File: src/rtl/risc_pkg.sv
// risc_pkg: constants and fetch entry type shared between the fetch and decode stages
package risc_pkg;
  localparam int XLEN = 32;
  localparam int INST_W = 32;
  localparam logic [XLEN-1:0] PC_STEP = 32'd4;
  localparam logic [XLEN-1:0] RESET_PC_DEF = 32'h0000_0000;
  typedef struct packed {
    logic [INST_W-1:0] inst;
    logic [XLEN-1:0]   pc;
  } fetch_entry_t;
endpackage

File: src/rtl/ifetch_fifo.sv
// ifetch_fifo: synchronous instruction/PC FIFO with flush; push and pop together are legal when full
module ifetch_fifo
  import risc_pkg::*;
#(
  parameter int DEPTH = 4,
  localparam int AW = $clog2(DEPTH),
  localparam int CW = $clog2(DEPTH + 1)
) (
  input  logic          clk,
  input  logic          rst_n,
  input  logic          push,
  input  logic          pop,
  input  logic          flush,
  input  fetch_entry_t  din,
  output fetch_entry_t  dout,
  output logic [CW-1:0] count,
  output logic          full,
  output logic          empty
);
  fetch_entry_t  mem_q [DEPTH];
  logic [AW-1:0] wr_q, rd_q;
  logic [CW-1:0] cnt_q;
  logic          do_push, do_pop;
  assign full    = cnt_q == CW'(DEPTH);
  assign empty   = cnt_q == '0;
  assign do_push = push & ~flush & (~full | pop);
  assign do_pop  = pop & ~empty;
  assign count   = cnt_q;
  assign dout    = empty ? '0 : mem_q[rd_q];
  // pointers and occupancy; flush discards everything, including a same-cycle push
  always_ff @(posedge clk or negedge rst_n) begin
    if (!rst_n) begin
      wr_q  <= '0;
      rd_q  <= '0;
      cnt_q <= '0;
    end else if (flush) begin
      wr_q  <= '0;
      rd_q  <= '0;
      cnt_q <= '0;
    end else begin
      wr_q  <= wr_q + AW'(do_push);
      rd_q  <= rd_q + AW'(do_pop);
      cnt_q <= cnt_q + CW'(do_push) - CW'(do_pop);
    end
  end
  // storage is unreset; the output mux shows zero whenever the FIFO is empty
  always_ff @(posedge clk) begin
    if (do_push) mem_q[wr_q] <= din;
  end
endmodule

File: src/rtl/ifetch_unit.sv
// ifetch_unit: PC owner issuing in-order imem fetches, buffering words for decode, with redirect squash
module ifetch_unit
  import risc_pkg::*;
#(
  parameter logic [XLEN-1:0] RESET_PC = RESET_PC_DEF,
  parameter int DEPTH = 4,
  localparam int AW = $clog2(DEPTH),
  localparam int CW = $clog2(DEPTH + 1)
) (
  input  logic              clk,
  input  logic              rst_n,
  output logic              imem_req,
  output logic [XLEN-1:0]   imem_addr,
  input  logic              imem_gnt,
  input  logic              imem_rvalid,
  input  logic [INST_W-1:0] imem_rdata,
  input  logic              redirect,
  input  logic [XLEN-1:0]   redirect_pc,
  output logic [INST_W-1:0] inst,
  output logic [XLEN-1:0]   inst_pc,
  output logic              inst_valid,
  input  logic              inst_ready
);
  logic [XLEN-1:0] pc_q, pc_d;
  logic [CW-1:0]   outst_q, outst_d, squash_q, squash_d, count;
  logic [XLEN-1:0] tag_q [DEPTH];
  logic [AW-1:0]   tag_wr_q, tag_rd_q;
  logic            gnt, rv, fifo_full, fifo_empty;
  fetch_entry_t    wr_entry, head;
  assign imem_req   = rst_n & ~fifo_full & (({1'b0, count} + {1'b0, outst_q}) < (CW + 1)'(DEPTH));
  assign imem_addr  = pc_q;
  assign gnt        = imem_req & imem_gnt;
  assign rv         = imem_rvalid & (outst_q != '0);
  assign outst_d    = outst_q + CW'(gnt) - CW'(rv);
  assign wr_entry   = '{inst: imem_rdata, pc: tag_q[tag_rd_q]};
  assign inst       = head.inst;
  assign inst_pc    = head.pc;
  assign inst_valid = ~fifo_empty;
  // next PC and squash budget; on redirect everything still in flight belongs to the old stream
  always_comb begin
    pc_d     = redirect ? (redirect_pc & ~32'd3) : gnt ? pc_q + PC_STEP : pc_q;
    squash_d = redirect ? outst_d : (rv && squash_q != '0) ? squash_q - CW'(1) : squash_q;
  end
  // PC, in-flight counters and tag queue pointers
  always_ff @(posedge clk or negedge rst_n) begin
    if (!rst_n) begin
      pc_q     <= RESET_PC;
      outst_q  <= '0;
      squash_q <= '0;
      tag_wr_q <= '0;
      tag_rd_q <= '0;
    end else begin
      pc_q     <= pc_d;
      outst_q  <= outst_d;
      squash_q <= squash_d;
      tag_wr_q <= tag_wr_q + AW'(gnt);
      tag_rd_q <= tag_rd_q + AW'(rv);
    end
  end
  // remember the PC of every granted request so its response can be tagged
  always_ff @(posedge clk) begin
    if (gnt) tag_q[tag_wr_q] <= pc_q;
  end
  ifetch_fifo #(.DEPTH(DEPTH)) u_fifo (
    .clk   (clk),
    .rst_n (rst_n),
    .push  (rv & ~redirect & (squash_q == '0)),
    .pop   (inst_ready),
    .flush (redirect),
    .din   (wr_entry),
    .dout  (head),
    .count (count),
    .full  (fifo_full),
    .empty (fifo_empty)
  );
endmodule

File: config.mk
export PLATFORM = sky130hd
export DESIGN_NAME = ifetch_unit
export DESIGN_NICKNAME = d
export VERILOG_FILES = /design/src/rtl/risc_pkg.sv /design/src/rtl/ifetch_fifo.sv /design/src/rtl/ifetch_unit.sv
export SDC_FILE = /design/constraint.sdc
export NUM_CORES = 1
export LEC_CHECK = 0
export ABC_AREA = 0
export ABC_CLOCK_PERIOD_IN_PS = 7500
export CAP_MARGIN = 20
export CORE_MARGIN = 3
export CORE_UTILIZATION = 45
export DETAILED_ROUTE_END_ITERATION = 6
export PLACE_DENSITY = 0.7
export RECOVER_POWER = 25
export SLEW_MARGIN = 20
export SYNTH_ARGS = -nofsm -noshare
export SYNTH_HDL_FRONTEND = slang
export SYNTH_SLANG_ARGS = --single-unit
File: constraint.sdc
create_clock -name clk -period 7.5 [get_ports clk]
set_clock_uncertainty 0.05 [all_clocks]
set_input_delay 1.5 -clock clk [delete_from_list [all_inputs] [get_ports clk]]
set_output_delay 1.5 -clock clk [all_outputs]
set_load 0.02 [all_outputs]
# Word level (Yosys, flattened, before mapping)
# Memory sizes are Yosys's and may differ from the RTL's.
# Index checks and enable logic that the tools add are counted.
[totals] register_bits=49 ramBits=384 in_bits=70 out_inout_bits=98 word_cells=55 n_memories=2
[mem_list] memory="u_fifo.mem_q" words=4 width=64 read_ports=1 rd_ports_with_merged_regs=0 wr=1 line_no="ifetch_fifo.sv:20" source="fetch_entry_t mem_q [DEPTH];"
[mem_list] memory="tag_q" words=4 width=32 read_ports=1 rd_ports_with_merged_regs=0 wr=1 line_no="ifetch_unit.sv:26" source="logic [XLEN-1:0] tag_q [DEPTH];"
[classes] addsub=11 n_lt_le_gt_ge=1 eq_ne=1 muxes=12 n_bitwise=13 n_reduce_logical=7
[ops] operator="32-bit 2-to-1 mux" count=2
[ops] operator="64-bit 2-to-1 mux" count=1
[ops] operator="32-bit by 3-bit adder with 32-bit output (second input constant)" count=1
[ops] operator="1-bit bitwise AND" count=9
[ops] operator="3-bit 2-to-1 mux" count=3
[ops] operator="2-bit by 1-bit adder with 2-bit output" count=4
[ops] operator="3-bit by 1-bit adder with 3-bit output" count=2
[ops] operator="3-bit logical NOT" count=2
[ops] operator="3-bit nonzero test" count=2
[ops] operator="3-bit by 1-bit subtractor with 3-bit output" count=2
[ops] operator="3-bit by 3-bit adder with 4-bit output" count=1
[ops] operator="4-bit by 3-bit less-than comparator with 1-bit output (second input constant)" count=1
[ops] operator="1-bit 2-to-1 mux" count=4
[ops] operator="2-bit 2-to-1 mux" count=2
[ops] operator="2-bit nonzero test" count=2
[ops] operator="3-bit equality test (second input constant)" count=1
[ops] operator="1-bit NOT" count=3
[ops] operator="3-bit by 1-bit subtractor with 3-bit output (second input constant)" count=1
[ops] operator="1-bit logical AND" count=1
[ops] operator="1-bit OR" count=1

# Depth between registers and ports, before layout
# Gate-level depths: netlist of run 1.
[logic_depth] depth_word=9 ltp_mapped=11 depth_no_buf=10

# By module
# Synthesis of run 1 repeated with hierarchy kept, for this count alone.
[unflattened] cells_unflattened=895 hier_area_um2=16932.5
[by_module_without_submodules] mod="ifetch_fifo" instances=1 cells_each=443 area_each_um2=10038.4 seq_area_each_um2=7862.5
[by_module_without_submodules] mod="ifetch_unit" instances=1 cells_each=452 area_each_um2=6894.1 seq_area_each_um2=4604.4

# Least setup slack after synthesis of run 1
# No wires, ideal clock.
[synth_timing] kind="input to register" start="input port imem_rvalid" end="memory u_fifo.mem_q[0][10] (netlist bit) (enable)" arrival_ns=6.522 setup_slack_ns=0.356 cell_stages=3 path_buffers=0 path_cell_list="o31a_1 > o211a_1 > nor3b_1"
[synth_via] elab_chain_len=7
[synth_rtl] item="start: declaration" line_no="ifetch_unit.sv:15" source="input logic imem_rvalid,"
[synth_rtl] item="1-bit bitwise AND" line_no="ifetch_unit.sv:33" source="assign rv = imem_rvalid & (outst_q != '0);"
[synth_rtl] item="1-bit bitwise AND (2 in a row)" line_no="ifetch_unit.sv:67" source=".push (rv & ~redirect & (squash_q == '0)),"
[synth_rtl] item="1-bit bitwise AND (2 in a row)" line_no="ifetch_fifo.sv:26" source="assign do_push = push & ~flush & (~full | pop);"
[synth_rtl] item="1-bit 2-to-1 mux" line_no="ifetch_fifo.sv:48" source="if (do_push) mem_q[wr_q] <= din;"
[synth_rtl] item="1-bit 2-to-1 mux (implied by the code)" line_no="ifetch_fifo.sv:48"
[synth_rtl] item="end: declaration" line_no="ifetch_fifo.sv:20"
# Every way passes these cells.

# Worst setup path after layout of run 1
[layout_timing] start="input port rst_n" end="output port imem_req"
[layout_via] elab_chain_len=2
[layout_rtl] item="start: declaration" line_no="ifetch_unit.sv:11" source="input logic rst_n,"
[layout_rtl] item="1-bit bitwise AND (2 in a row)" line_no="ifetch_unit.sv:30" source="assign imem_req = rst_n & ~fifo_full & (({1'b0, count} + {1'b0, outst_q}) < (CW + 1)'(DEPTH));"
[layout_rtl] item="end: declaration" line_no="ifetch_unit.sv:12" source="output logic imem_req,"
# Every way passes these cells.

==> results of run 1 <==
## area by class of cell
type | instances | area, µm²
Tap cell | 461 | 577
Fill cell | 2765 | 15900
Sequential cell | 415 | 12200
Multi-Input combinational cell | 390 | 4060
Inverter | 17 | 63.8
Clock buffer | 57 | 1150
Clock inverter | 14 | 100
Timing Repair Buffer | 177 | 1740
## stage by stage
stage	utilization, %	setup WS (ps)	std cells	instance area (µm²)
floorplan	-	356	870	16500
global placement	52.1	2490	1459	18600
detailed placement	52.1	2460	1460	18700
CTS	55.6	2360	1531	19900
global route	55.6	2250	1531	19900
finish	55.6	2510	1531	19900
## worst max-delay path: stages
cell	delay (ps)
buf_2	80
buf_4	500
nor4b_1	420
nand3_1	200
inv_1	100
clkdlybuf4s50_1	600
## registers in the layout, indices dropped and copies added, names as in the netlist
register / cells
imem_addr: 30
outst_q: 3
squash_q: 3
tag_q: 120
tag_rd_q: 2
tag_wr_q: 2
u_fifo.count: 3
u_fifo.mem_q: 248
u_fifo.rd_q: 2
u_fifo.wr_q: 2
## routing by layer
| metal | track usage [%] | up-vias | share of wire [%] |
|---|---|---|---|
| met1 | 24.9 | 4444 | 44 |
| met5 | 0 | - | 0 |
| met4 | 3.64 | 0 | 1.6 |
| met3 | 2.80 | 41 | 5.9 |
| met2 | 27.3 | 287 | 48 |
| li1 | - | 3853 | - |
## power groups by stage
stage / Combinational [mW] / Clock (mW) / Sequential, mW
5_1_grt: 1.95 / 2.05 / 3.04
4_1_cts: 1.84 / 1.95 / 3.01
3_5_place_dp: 1.83 / 0 / 3.06
3_3_place_gp: 1.80 / 0 / 3.05
6_report: 1.80 / 1.90 / 3.01
2_1_floorplan: 1.20 / 0 / 2.93
## Yosys cell counts (2+ instances only)
master	number	area, µm²
o21ai_1	2	10.0
a31oi_1	24	150
nor3b_1	3	22.5
clkbuf_1	28	105
o31ai_1	20	150
inv_1	16	60.1
nor4_1	2	12.5
or4_1	28	210
mux4_2	92	2070
o31a_1	2	17.5
nand4_1	11	68.8
nor4b_1	2	17.5
ha_1	13	163
o211ai_1	2	15.0
xnor2_1	6	52.6
fa_1	2	40.0
dfrtp_1	47	1180
a21oi_1	3	15.0
nor2b_1	68	425
buf_4	4	30.0
buf_1	13	48.8
nor2_1	32	120
and3_1	4	25.0
buf_2	2	10.0
nand2_1	21	78.8
nand3_1	15	75.1
or3_1	2	12.5
xor2_1	4	35.0
o21ai_0	7	35.0
and4_1	5	43.8
nor3_1	4	20.0
edfxtp_1	368	11100
## worst max-delay path by stage
stage              startpoint                  end  slack, ps  cells past startpoint
2_1_floorplan     imem_rvalid  u_fifo.mem_q[0][10]        360                      3
3_3_place_gp            rst_n             imem_req       2490                      6
3_5_place_dp            rst_n             imem_req       2460                      6
4_1_cts        u_fifo.rd_q[0]          inst_pc[11]       2360                      4
5_1_grt        u_fifo.rd_q[0]          inst_pc[12]       2250                      4
6_report                rst_n             imem_req       2510                      6
## cells by family (layout without fill, tap and decap cells)
group / Yosys count / after routing
AOI/OAI and AO/OA: 66 / 66
xor gates and xnor gates: 10 / 10
adders and majority gates: 15 / 15
buffers and inverters: 65 / 265
DFF: 415 / 415
muxes: 94 / 94
other: 1 / 4
and+or+nand+nor: 201 / 201
==> results.sh, run 1 <==
export IMPL_cts_buffers=42
export IMPL_cts_tree="yes"
export IMPL_synthArstFlopShare_pct=11.3
export IMPL_drive_gt1_share_pct=16.8
export IMPL_power_internal_mw=4.78
export IMPL_ys_ff_latch=415
export IMPL_switching_share_pct=28.7
export IMPL_h_tree_depth=2
export IMPL_worstHoldPathType="flop to flop"
export IMPL_vdd_drop_max_mv=0.228
export IMPL_grt_use_total_pct=17.0
export IMPL_die_w_um=197
export IMPL_min_to="tag_wr_q[1]"
export IMPL_final_cell_mix="edfxtp_1 (368), clkdlybuf4s50_1 (145), mux4_2 (92)"
export IMPL_pwr_share_clk_pct=28.4
export IMPL_tightest_slew_ps=1480
export IMPL_setup_violations=0
export IMPL_yosysSeqAreaShare_pct=74.1
export IMPL_cts_buffer_depth=3
export IMPL_cts_repair_resized=0
export IMPL_synth_compound_area_share_pct=2.69
export IMPL_rsz0062_at_grt="no"
export IMPL_routabilityCongestion=0.797
export IMPL_antenna_found_initial=0
export IMPL_clock_sinks=415
export IMPL_power_frac_seq_pct=44.8
export IMPL_synth_avg_cell_area_um2=19.0
export IMPL_core_area_mm2=0.0358
export IMPL_start_util_pct=46.1
export IMPL_synthCells=867
export IMPL_grt_pass1_wl_um=51400
export IMPL_hold_slack_ps=511
export IMPL_dpl_hpwl_um=19700
export IMPL_nNetsFinal=1128
export IMPL_drtAntennaViolNets=0
export IMPL_antenna_cells=0
export IMPL_leakage_nw=6.40
export IMPL_synth_distinct_cells=47
export IMPL_worstPathRequired_ps=5950
export IMPL_synthMuxAreaShare_pct=12.7
export IMPL_drc_errors=0
export IMPL_switching_power_mw=1.93
export IMPL_crit_arrival_ps=3440
export IMPL_grt_ovfl_total=0
export IMPL_io_pins=168
export IMPL_die_height_um=197
export IMPL_post_cts_buffers=0
export IMPL_rows=69
export IMPL_avgViaCountPerCell=5.63
export IMPL_path_class="primary input to primary output"
export IMPL_rr_endpoint="squash_q[2]"
export IMPL_postSynth_topFlopCell="edfxtp_1"
export IMPL_io_buffers=161
export IMPL_hold_viol=0
export IMPL_reg2reg_depth=10
export IMPL_synth_area_mm2=0.0165
export IMPL_regToRegSetupSlack_ps=4260
export IMPL_synthXorXnorAreaFrac_pct=0.531
export IMPL_root_buffer="clkbuf_16"
export IMPL_max_freq_ghz=0.201
export IMPL_synth_top_family_by_area="multiplexers"
export IMPL_finalMaxSlewViolations=0
export IMPL_ctsHoldBuffers=0
export IMPL_hold_start="tag_wr_q[1]"
export IMPL_grt_start_max_net_pins=65
export IMPL_worstHoldPathCells=1
export IMPL_p_comb_share_pct=26.8
export IMPL_vias=8625
export IMPL_clkSlewWorstSetupHoldPaths_ps=60
export IMPL_wirelength_um=32700
export IMPL_cp_max_fo=49
export IMPL_cp_start_kind="primary input"
export IMPL_ys_warn_count=0
export IMPL_drt_pass1_iterations=5
export IMPL_die_area_mm2=0.0390
export IMPL_max_cap_violations=0
export IMPL_grt_pass1_vias=8851
export IMPL_synth_edff_count=368
export IMPL_fin_crit_ps=4990
export IMPL_tns_ps=0
export IMPL_avgRoutedWirePerCell_um=21.4
export IMPL_mostFrequentLayoutCell="edfxtp_1"
export IMPL_totalPowerFinal_mw=6.71
export IMPL_synthSimpleGateAreaFrac_pct=7.12
export IMPL_insertion_delay_ps=520
export IMPL_status="finished clean"
export IMPL_drt_iter0_markers=467
export IMPL_synthAdderAreaFrac_pct=1.23
export IMPL_powerDensity_mw_per_mm2=337
export IMPL_end_kind="primary output"
export IMPL_synthToLayoutAreaGrowth_pct=20.7
export IMPL_rr_startpoint="u_fifo.count[2]"
export IMPL_finalCritPeriodShare_pct=66.5
export IMPL_slew_headroom_pct=1.15
Note: power is estimated with default switching activity, not from simulation.
==> inputs of run 2 (changes only) <==
--- a/config.mk
+++ b/config.mk
@@ -6,7 +6,7 @@
 export NUM_CORES = 1
 export LEC_CHECK = 0
 export ABC_AREA = 0
-export ABC_CLOCK_PERIOD_IN_PS = 7500
+export ABC_CLOCK_PERIOD_IN_PS = 4980
 export CAP_MARGIN = 20
 export CORE_MARGIN = 3
 export CORE_UTILIZATION = 45
==> constraint.sdc (replaced) <==
create_clock -name clk -period 4.98 [get_ports clk]
set_clock_uncertainty 0.05 [all_clocks]
set_input_delay 0.996 -clock clk [delete_from_list [all_inputs] [get_ports clk]]
set_output_delay 0.996 -clock clk [all_outputs]
set_load 0.02 [all_outputs]
==> run 2 against run 1 <==
Compared with the run above: the run now ends with max-capacitance violations, max-slew violations left; worst setup slack lost 1500 ps; routed wire length down 0.28%; clock-buffer cell count is 7 lower; highest routed layer unchanged; final area grew 0.99%; non-clock buffer count increased by 1; sequential share of layout area decreased by 0.60 points.
==> results.sh, run 2 (same netlist as run 1, synthesis figures left out) <==
export IMPL_post_cts_buffers=0
export IMPL_dpl_hpwl_um=19700
export IMPL_pre_cts_ws_ps=1390
export IMPL_finalCritPeriodShare_pct=79.7
export IMPL_tns_ps=0
export IMPL_hold_viol=0
export IMPL_path_class="flop to primary output"
export IMPL_grt_pass1_vias=8948
export IMPL_dpl_cell_count=1461
export IMPL_drc_errors=0
export IMPL_cp_slowest_cell="dfrtp_4"
export IMPL_violations="max-capacitance violations, max-slew violations"
export IMPL_regToRegSetupSlack_ps=1600
export IMPL_die_height_um=197
export IMPL_die_area_mm2=0.0390
export IMPL_core_area_mm2=0.0358
export IMPL_cts_buffers=43
export IMPL_min_to="tag_wr_q[1]"
export IMPL_crit_arrival_ps=2920
export IMPL_hold_start="tag_wr_q[1]"
export IMPL_largest_register_ffs=248
export IMPL_hold_slack_ps=521
export IMPL_worstPathRequired_ps=3930
export IMPL_io_pins=168
export IMPL_powerDensity_mw_per_mm2=517
export IMPL_drt_iter0_markers=532
export IMPL_final_cell_mix="edfxtp_1 (368), clkdlybuf4s50_1 (143), mux4_2 (92)"
export IMPL_final_cell_area_mm2=0.0201
export IMPL_rows=69
export IMPL_wirelength_um=32600
export IMPL_drtAntennaViolNets=0
export IMPL_fin_util_pct=56.1
export IMPL_fin_cells=1542
export IMPL_h_tree_depth=2
export IMPL_vias=8616
export IMPL_worstHoldPathCells=1
export IMPL_finalMaxSlewViolations=48
export IMPL_vdd_drop_max_mv=0.334
export IMPL_clkSlewWorstSetupHoldPaths_ps=60
export IMPL_grt_use_total_pct=16.8
export IMPL_rr_startpoint="u_fifo.count[2]"
export IMPL_end_kind="primary output"
export IMPL_rr_endpoint="squash_q[2]"
export IMPL_top_register="u_fifo.mem_q"
export IMPL_fin_crit_ps=3970
export IMPL_status="complete, but fails checks"
export IMPL_grt_ovfl_total=0
export IMPL_grt_start_max_net_pins=65
export IMPL_setup_violations=0
export IMPL_path_cells="buf_4, mux4_2, nor2b_1, clkdlybuf4s50_1"
export IMPL_cts_buffer_depth=3
export IMPL_die_w_um=197
export IMPL_max_cap_violations=1
export IMPL_totalPowerFinal_mw=10.4
export IMPL_io_buffers=161
export IMPL_slew_headroom_pct=-70.1
export IMPL_nNetsFinal=1130
export IMPL_drive_gt1_share_pct=17.3
export IMPL_clock_sinks=415
export IMPL_avgViaCountPerCell=5.59
export IMPL_fin_ws_ps=1010
export IMPL_grt_pass1_wl_um=50900
export IMPL_insertion_delay_ps=550
export IMPL_mostFrequentLayoutCell="edfxtp_1"
export IMPL_cp_max_fo=17
export IMPL_start_util_pct=46.1
export IMPL_synthToLayoutAreaGrowth_pct=21.9
export IMPL_leakage_nw=6.49
export IMPL_reg2reg_depth=10
export IMPL_max_freq_ghz=0.252
export IMPL_ctsHoldBuffers=0
export IMPL_cts_repair_resized=0
export IMPL_tightest_slew_ps=2550
export IMPL_setup_worst_path_start="u_fifo.rd_q[0]"
export IMPL_worstHoldPathType="flop to flop"
export IMPL_avgRoutedWirePerCell_um=21.1
export IMPL_cp_start_kind="flop"
export IMPL_cpPeakStageDelay_ps=650
export IMPL_root_buffer="clkbuf_16"
export IMPL_rsz0062_at_grt="no"
export IMPL_antenna_found_initial=0
export IMPL_cts_tree="yes"
export IMPL_routabilityCongestion=0.805
export IMPL_drt_pass1_iterations=5
export IMPL_nFillCells=2737
export IMPL_dpl_instance_area_mm2=0.0187
==> run 2: cell types whose count changed in the layout (fill, tap and decap cells not counted), sizes merged <==
cell / change
buf: -1
bufinv: +3
clkbuf: -5
clkdlybuf4s50: -2
clkinv: +13
clkinvlp: -1
diode: +1
dlygate4sd3: +2
inv: +1
==> run 2: area by class of cell <==
type                       instances  area, µm²  area share, %
antenna                            1       2.50         0.0124
clock buffer                      50       1120           5.59
clock inverter                    30        258           1.28
inverter                          17       63.8          0.317
multi-input combinational        390       4060           20.2
sequential                       415      12200           60.8
tap                              461        577           2.87
timing repair buffer             178       1790           8.91
==> run 2: worst max path at each step <==
stage / slack [ps] / cells after the start / end
3_3_place_gp: 1380 / 5 / u_fifo.mem_q[0][35]
6_report: 1010 / 4 / inst[6]
3_5_place_dp: 1390 / 5 / u_fifo.mem_q[0][35]
5_1_grt: 840 / 4 / inst_pc[25]
2_1_floorplan: 340 / 4 / u_fifo.mem_q[1][10]
4_1_cts: 910 / 4 / inst_pc[25]
==> run 2: report_power, final <==
group | leakage [nW] | total [mW] | switching (mW) | internal, mW
Combinational | 1.95 | 2.80 | 1.44 | 1.36
Sequential | 3.85 | 4.49 | 0.285 | 4.20
Clock | 0.687 | 3.10 | 1.28 | 1.83
==> run 2: per-layer routing <==
layer  GRT usage, %  wire length (µm)
met1           23.7             14300
met2           27.4             15800
met3           3.21              1910
met4           4.30               608
met5              0                 0
==> run 2: critical path, delay by kind of cell, from the launching register on <==
kind / cells / cell delay [ps]
buf+inv: 2 / 1010
flops: 1 / 650
mux: 1 / 540
simple gates: 1 / 150
==> inputs of run 3 (changes only) <==
--- a/config.mk
+++ b/config.mk
@@ -6,7 +6,7 @@
 export NUM_CORES = 1
 export LEC_CHECK = 0
 export ABC_AREA = 0
-export ABC_CLOCK_PERIOD_IN_PS = 4980
+export ABC_CLOCK_PERIOD_IN_PS = 4100
 export CAP_MARGIN = 20
 export CORE_MARGIN = 3
 export CORE_UTILIZATION = 45
==> constraint.sdc (replaced) <==
create_clock -name clk -period 4.1 [get_ports clk]
set_clock_uncertainty 0.05 [all_clocks]
set_input_delay 0.82 -clock clk [delete_from_list [all_inputs] [get_ports clk]]
set_output_delay 0.82 -clock clk [all_outputs]
set_load 0.02 [all_outputs]
==> run 3 against run 2 <==
Compared with the run above: the flow still finishes with violations (max-capacitance violations, max-slew violations); utilization grew 0.21 points; combinational power grew 20%; clock-buffer cell count grew 5; worst setup slack lost 530 ps; critical path depth is the same; register-to-register slack lost 580 ps; routed wire length shrank 1.5%; hold slack lost 370 ps; final area grew 0.37%; sequential power grew 22%; flip-flop and latch count is the same; critical endpoint is now inst[29]; largest power group unchanged.
==> results.sh, run 3 (same netlist as run 1, synthesis figures left out) <==
export IMPL_drive_gt1_share_pct=17.1
export IMPL_die_area_mm2=0.0390
export IMPL_finalCritPeriodShare_pct=88.3
export IMPL_path_cells="buf_12, mux4_2, nor2b_1, clkdlybuf4s50_1"
export IMPL_wirelength_um=32100
export IMPL_grt_pass1_wl_um=50300
export IMPL_fin_util_pct=56.4
export IMPL_top_register="u_fifo.mem_q"
export IMPL_antenna_cells=0
export IMPL_avgRoutedWirePerCell_um=20.9
export IMPL_final_cell_mix="edfxtp_1 (368), clkdlybuf4s50_1 (142), mux4_2 (92)"
export IMPL_pre_cts_ws_ps=819
export IMPL_grt_start_max_net_pins=65
export IMPL_finalMaxSlewViolations=43
export IMPL_violations="max-capacitance violations, max-slew violations"
export IMPL_fin_ws_ps=481
export IMPL_nNetsFinal=1132
export IMPL_vias=8612
export IMPL_fin_crit_ps=3620
export IMPL_path_class="flop to primary output"
export IMPL_totalPowerFinal_mw=12.7
export IMPL_post_cts_buffers=0
export IMPL_max_cap_violations=1
export IMPL_cpPeakStageDelay_ps=650
export IMPL_crit_arrival_ps=2750
export IMPL_cp_slowest_cell="dfrtp_4"
export IMPL_grt_ovfl_total=0
export IMPL_ctsHoldBuffers=0
export IMPL_drc_errors=0
export IMPL_avgViaCountPerCell=5.59
export IMPL_cts_buffers=42
export IMPL_setup_violations=0
export IMPL_cts_repair_resized=0
export IMPL_dpl_cell_count=1464
export IMPL_rsz0062_at_grt="no"
export IMPL_rows=69
export IMPL_mostFrequentLayoutCell="edfxtp_1"
export IMPL_root_buffer="clkbuf_16"
export IMPL_worstHoldPathType="primary input to asynchronous set/reset pin"
export IMPL_die_w_um=197
export IMPL_slew_headroom_pct=-51.1
export IMPL_core_area_mm2=0.0358
export IMPL_drt_iter0_markers=483
export IMPL_leakage_nw=6.50
export IMPL_worstPathRequired_ps=3230
export IMPL_insertion_delay_ps=520
export IMPL_vdd_drop_max_mv=0.439
export IMPL_hold_slack_ps=146
export IMPL_io_pins=168
export IMPL_clock_sinks=415
export IMPL_clkSlewWorstSetupHoldPaths_ps=60
export IMPL_drt_pass1_iterations=5
export IMPL_cp_max_fo=29
export IMPL_powerDensity_mw_per_mm2=628
export IMPL_h_tree_depth=2
export IMPL_tightest_slew_ps=2270
export IMPL_grt_pass1_vias=8838
export IMPL_dpl_hpwl_um=19400
export IMPL_io_buffers=161
export IMPL_die_height_um=197
export IMPL_status="complete, but fails checks"
export IMPL_routabilityCongestion=0.777
export IMPL_cts_tree="yes"
export IMPL_grt_use_total_pct=16.5
export IMPL_max_freq_ghz=0.276
export IMPL_cts_buffer_depth=3
export IMPL_fin_cells=1540
export IMPL_drtAntennaViolNets=0
export IMPL_cp_start_kind="flop"
export IMPL_antenna_found_initial=0
export IMPL_largest_register_ffs=248
export IMPL_hold_viol=0
export IMPL_synthToLayoutAreaGrowth_pct=22.3
export IMPL_start_util_pct=46.1
export IMPL_end_kind="primary output"
[run 3: where the power goes]
part / switching (mW) / internal, mW
clock network: 1.51 / 2.31
logic: 1.69 / 1.68
registers: 0.377 / 5.11
total: 3.57 / 9.10
[run 3: critical path: cells and delay by family (launching register included)]
kind,cells,cell delay [ps]
mux,1,530
simple gates,1,140
flops,1,650
buf+inv,2,860
[run 3: layout make-up]
type / instances / area [µm²]
Fill cell: 2703 / 15600
Sequential cell: 415 / 12200
Multi-Input combinational cell: 390 / 4060
Timing Repair Buffer: 181 / 1860
Clock buffer: 55 / 1120
Tap cell: 461 / 577
Clock inverter: 21 / 265
Inverter: 17 / 63.8
[run 3: path summary, 6_finish.rpt]
kind | start | end | slack, ps | depth (start not counted)
worst min-delay path | rst_n | u_fifo.count[0] | 150 | 1
worst max register to register | outst_q[2] | imem_addr[23] | 1020 | 5
worst max-delay path | u_fifo.rd_q[0] | inst[29] | 480 | 4
worst min register to register | tag_wr_q[1] | tag_wr_q[1] | 510 | 1
min in group clk | tag_wr_q[1] | tag_wr_q[1] | 510 | 1
max in group asynchronous | rst_n | tag_rd_q[0] | 1220 | 2
[run 3: per-layer routing]
layer	share of wire, %	track usage [%]	up-vias
li1	-	-	3873
met1	45	24.0	4430
met2	48	26.8	267
met3	5.8	2.92	42
met4	1.6	3.43	0
met5	0	0	-
[run 3: stage by stage]
stage,setup TNS [ps],instance area [µm²]
after floorplan,-8350,16500
after global placement,0,18800
after detailed placement,0,18800
after CTS,0,20200
after global routing,0,20200
final,0,20200
